--- src/rtl/temp_bcd_fmt.sv ---
// Signed 12.4 fixed-point temperature to six BCD digits (serial double-dabble) for the 7-seg driver.
// Latency: 27 clocks from temp_vld to dout/dout_vld; busy high meanwhile, temp_vld dropped while busy.
// Optional macro TEMP_BCD_CHANGED_ONLY_EN: dout_vld flags only the digits that changed.
module temp_bcd_fmt #(
    parameter logic [3:0] NEG_CODE  = 4'hF,
    parameter int         DIGIT_NUM = 6
) (
    input  logic                   clk,
    input  logic                   rst_n,
    input  logic [15:0]            temp_data,
    input  logic                   temp_vld,
    output logic [4*DIGIT_NUM-1:0] dout,
    output logic [DIGIT_NUM-1:0]   dout_vld,
    output logic                   busy
);

    typedef enum logic [1:0] {IDLE, CONV_INT, CONV_FRAC, DONE} state_t;

    state_t state, state_nxt;

    logic                   sign;
    logic [13:0]            bin;
    logic [15:0]            bcd;
    logic [15:0]            int_bcd;
    logic [3:0]             frac_nib;
    logic [3:0]             cnt;
    logic [15:0]            mag;
    logic [13:0]            frac_scaled;
    logic [15:0]            bcd_adj;
    logic [15:0]            bcd_step;
    logic [4*DIGIT_NUM-1:0] dout_new;
    logic [DIGIT_NUM-1:0]   vld_mask;

    // 16'h8000 negates to itself, which is the correct unsigned magnitude
    assign mag         = temp_data[15] ? (~temp_data + 16'd1) : temp_data;
    assign frac_scaled = 14'(frac_nib) * 14'd625;

    always_comb begin
        bcd_adj = bcd;
        for (int i = 0; i < 4; i++) begin
            if (bcd[4*i +: 4] >= 4'd5)
                bcd_adj[4*i +: 4] = bcd[4*i +: 4] + 4'd3;
        end
        bcd_step = {bcd_adj[14:0], bin[13]};
    end

    // Integer digits live in int_bcd; bcd holds the fractional result once in DONE
    always_comb begin
        dout_new = '0;
        if (sign) begin
            if (int_bcd[15:8] != 8'h00)
                dout_new = {NEG_CODE, 20'h99999};
            else
                dout_new = {NEG_CODE, int_bcd[7:0], bcd[15:4]};
        end else begin
            if (int_bcd[15:12] != 4'h0)
                dout_new = 24'h999999;
            else
                dout_new = {int_bcd[11:0], bcd[15:4]};
        end
    end

`ifdef TEMP_BCD_CHANGED_ONLY_EN
    always_comb begin
        vld_mask = '0;
        for (int i = 0; i < DIGIT_NUM; i++)
            vld_mask[i] = (dout_new[4*i +: 4] != dout[4*i +: 4]);
    end
`else
    assign vld_mask = '1;
`endif

    always_ff @(posedge clk or negedge rst_n) begin
        if (!rst_n)
            state <= IDLE;
        else
            state <= state_nxt;
    end

    always_comb begin
        state_nxt = state;
        case (state)
            IDLE:      if (temp_vld)      state_nxt = CONV_INT;
            CONV_INT:  if (cnt == 4'd11)  state_nxt = CONV_FRAC;
            CONV_FRAC: if (cnt == 4'd13)  state_nxt = DONE;
            DONE:                         state_nxt = IDLE;
            default:                      state_nxt = IDLE;
        endcase
    end

    always_ff @(posedge clk or negedge rst_n) begin
        if (!rst_n) begin
            sign     <= 1'b0;
            bin      <= '0;
            bcd      <= '0;
            int_bcd  <= '0;
            frac_nib <= '0;
            cnt      <= '0;
            dout     <= '0;
            dout_vld <= '0;
            busy     <= 1'b0;
        end else begin
            dout_vld <= '0;
            case (state)
                IDLE: begin
                    if (temp_vld) begin
                        sign     <= temp_data[15];
                        bin      <= {mag[15:4], 2'b00};
                        frac_nib <= mag[3:0];
                        bcd      <= '0;
                        cnt      <= '0;
                        busy     <= 1'b1;
                    end
                end
                CONV_INT: begin
                    if (cnt == 4'd11) begin
                        int_bcd <= bcd_step;
                        bcd     <= '0;
                        bin     <= frac_scaled;
                        cnt     <= '0;
                    end else begin
                        bcd <= bcd_step;
                        bin <= {bin[12:0], 1'b0};
                        cnt <= cnt + 4'd1;
                    end
                end
                CONV_FRAC: begin
                    bcd <= bcd_step;
                    bin <= {bin[12:0], 1'b0};
                    cnt <= cnt + 4'd1;
                end
                DONE: begin
                    dout     <= dout_new;
                    dout_vld <= vld_mask;
                    busy     <= 1'b0;
                end
                default: ;
            endcase
        end
    end

endmodule

--- config.mk ---
export PLATFORM = sky130hd
export DESIGN_NAME = temp_bcd_fmt
export DESIGN_NICKNAME = d
export VERILOG_FILES = /design/src/rtl/temp_bcd_fmt.sv
export SDC_FILE = /design/constraint.sdc
export NUM_CORES = 1
export LEC_CHECK = 0
export BUFFER_PORTS_ARGS = -buffer_cell sky130_fd_sc_hd__buf_2
export CAP_MARGIN = 20
export CORE_MARGIN = 1
export CORE_UTILIZATION = 25
export DETAILED_ROUTE_END_ITERATION = 6
export PLACE_DENSITY = 0.51
export SYNTH_ARGS = -nofsm -noshare
export SYNTH_HDL_FRONTEND = slang
export SYNTH_SLANG_ARGS = --single-unit
--- constraint.sdc ---
create_clock -name clk -period 5.2 [get_ports clk]
set_clock_uncertainty 0.15 [all_clocks]
set_input_delay 0 -clock clk [delete_from_list [all_inputs] [get_ports clk]]
set_output_delay 0 -clock clk [all_outputs]
set_load 0.03 [all_outputs]
==> flow_metrics.tcl <==
set metrics [dict create \
    synth_top_family_by_area "compound AO/OA/AOI/OAI gates" \
    hold_viol_final 0 \
    dr.pass1.iters 4 \
    ys_types 53 \
    critPathMaxFanout 9 \
    dp_hpwl_microns 7866 \
    ys_seq_area_share_pct 45.69 \
    reg2reg_depth 8 \
    yosys-top-cells-count "dfrtp_1, nand2_1, o21ai_0, inv_1, a21oi_1" \
    fillers 1836 \
    syn-cell-area_sq_um 4546 \
    viasPerCell 4.824 \
    grt_max_degree 84 \
    drive_gt1_share_pct 14.29 \
    min_period_over_period_pct 58.09 \
    rows 48 \
    root_buffer "clkbuf_16" \
    tightest_slew_ns 0.9470 \
    synth_top_area_share_pct 45.69 \
    syn2layout_area_growth_pct 20.53 \
    cts-resized-gates 0 \
    grtUsageTotal_pct 12.50 \
    synth_xor_area_share_pct 3.276 \
    placed_area_sq_um 5005 \
    status "completed" \
    reg2reg_to "bin[11]$_DFFE_PN0P_" \
    overflow 0 \
    min_to "frac_nib[3]$_DFFE_PN0P_" \
    worstSetupEndpointType "register" \
    final_nets 578 \
    worstHoldPathCells 4 \
    drc 0 \
    final_max_slew_viol_count 0 \
    place.gp.congestion 0.8222 \
    synth.most_common_cell "dfrtp_1" \
    synth_edf_count 0 \
    yosysTopAreaCell "dfrtp_1" \
    antenna_found_initial 0 \
    yosysWarnings 0 \
    setup_viol_count_final 0 \
    relSlewSlack_pct 36.29 \
    grtUsageMet2_pct 20.70 \
    synthMuxAreaShare_pct 1.349 \
    clk_latency_ns 0.34 \
    critPathArrivalTime_ns 3.13 \
    numCtsBuffers 9 \
    route.detailed.wl_per_inst_microns 14.46 \
    synth_adder_area_share_pct 9.028 \
    finalPower_mw 3.174 \
    synthSimpleGateAreaFrac_pct 13.93 \
    leakagePower_nw 2.486 \
    cts_max_path_buffers 2 \
    start_kind "register" \
    synth.area.top_cells "dfrtp_1, ha_1, nand2_1, o21ai_0, a21oi_1" \
    regToRegSetupSlack_ns 2.18 \
    synth-seq-cells 83 \
    grt_pass1_vias 3637 \
    antenna_cells 0 \
    synth_top_flop_cell "dfrtp_1" \
    die-area_sq_um 18730 \
    io-pin-count 50 \
    synth_fp_nets 527 \
    cts_tree "done" \
    min_path_type "in2reg" \
    ant_nets 0 \
    drt_iter0_drc 184 \
    top_usage_layer "met2" \
    holdWs_ns 0.01177 \
    wl_microns 10950 \
    critical_path_class "reg2reg" \
    met3_usage_pct 3.704 \
    grt_setup_unrepaired "no" \
    fin_setup_tns_ns 0 \
    worst_hold_startpoint "temp_data[15]" \
    crit_required_ns 5.31 \
    die_x_microns 136.8 \
    async_flop_share_pct 100.0 \
    gr-usage-met1_pct 15.48 \
    clock-sinks 83 \
    power.density_nw_per_um2 579.4 \
    syn_inst 477 \
    initial_core_util_pct 25.92 \
    fmax_ghz 0.3310 \
    fin_util_pct 31.24 \
    grt_pass1_wl_microns 17970 \
    synth.avg_cell_area_sq_um 9.530 \
    synth_compound_area_share_pct 21.44 \
    drv_cap 0 \
    period_minus_slack_ns 3.021 \
    ff_latch_area_sq_um 2077 \
    h-tree-depth 3 \
    r2r-start "frac_nib[2]$_DFFE_PN0P_" \
    io_buffers 49 \
    ir_drop_uv 470.3 \
    via_count 3652 \
    die-height_microns 136.8 \
    multi_input_area_sq_um 2232 \
    coreArea_sq_um 17540 \
    clkSlewWorstSetupHoldPaths_ns 0.06 \
    stdcell_area_sq_um 5479 \
]
through the flow:
stage | setup slack [ns] | std cells
finish | 2.179 | 757
global placement | 2.145 | 726
CTS | 2.157 | 756
global route | 1.947 | 757
floorplan | 2.445 | 477
detailed placement | 2.174 | 728
cell families after synthesis:
kind of cell	count (synthesis)
xor+xnor	17
simple gates	134
fa+ha+maj	31
mux	6
flops	83
buf+inv	58
compound gates	148
layer usage:
layer	routed length [microns]	up-vias
li1	-	1806
met1	5170	1761
met2	5123	71
met3	446	14
met4	206	0
met5	0	-
area by class of cell:
cell class / instances / area share, %
clock buffers: 10 / 4.362
clock inverters: 5 / 1.416
flip-flops and latches: 83 / 37.91
multi-input cells: 336 / 40.74
inverters: 32 / 2.192
well taps: 225 / 5.138
repair buffers: 66 / 8.244
flip-flops by register name (all words and copies together) (netlist names):
name and count:
cnt 4, frac_nib 4, busy 1, state 2, bin 14, bcd 16, dout 24, sign 1
int_bcd 16, dout_vld 1
report_power, final:
part,switching (mW),internal (mW),leakage (nW)
registers,0.130,0.812,1.08
clock network,0.253,0.429,0.154
logic,0.980,0.570,1.25
total,1.36,1.81,2.49
worst max-delay path: stages (launching register included):
cell and delay [ns]:
dfrtp_1 0.53, fa_1 0.48, ha_1 0.34, ha_1 0.32, a211oi_1 0.30, nor2_1 0.11
o21a_1 0.19, or3_1 0.35, a31oi_1 0.17
worst max path at each step:
stage | slack [ns] | depth (start not counted) | endpoint | from
floorplan | 2.44 | 8 | bin[11]$_DFFE_PN0P_ | frac_nib[2]$_DFFE_PN0P_
global placement | 2.15 | 6 | cnt[2]$_DFFE_PN0P_ | state[0]$_DFFE_PN0P_
detailed placement | 2.17 | 8 | bin[11]$_DFFE_PN0P_ | frac_nib[2]$_DFFE_PN0P_
CTS | 2.16 | 8 | bin[11]$_DFFE_PN0P_ | frac_nib[2]$_DFFE_PN0P_
global route | 1.95 | 8 | bin[11]$_DFFE_PN0P_ | frac_nib[2]$_DFFE_PN0P_
finish | 2.18 | 8 | bin[11]$_DFFE_PN0P_ | frac_nib[2]$_DFFE_PN0P_
repair_timing:
item	CTS	global route
hold buffers	13	0
setup buffers	0	0
hold endpoints to repair	94	0
layout by cell type (no fill, tap or decap), drive strengths merged, types with 4 or more instances in the layout:
| master | count |
|---|---|
| inv | 31 |
| nor3b | 8 |
| mux2i | 5 |
| a31oi | 7 |
| o22ai | 7 |
| clkbuf | 10 |
| ha | 28 |
| xnor2 | 8 |
| a32o | 4 |
| nor4 | 4 |
| o21a | 8 |
| xor2 | 9 |
| nor2 | 25 |
| a21oi | 29 |
| o41ai | 5 |
| dlygate4sd3 | 13 |
| dfrtp | 83 |
| nand2 | 67 |
| o21ai | 46 |
| o22a | 8 |
| nand2b | 6 |
| o31ai | 6 |
| a221oi | 5 |
| buf | 53 |
| a22o | 5 |
No activity file was read; power rests on OpenSTA's default activity.
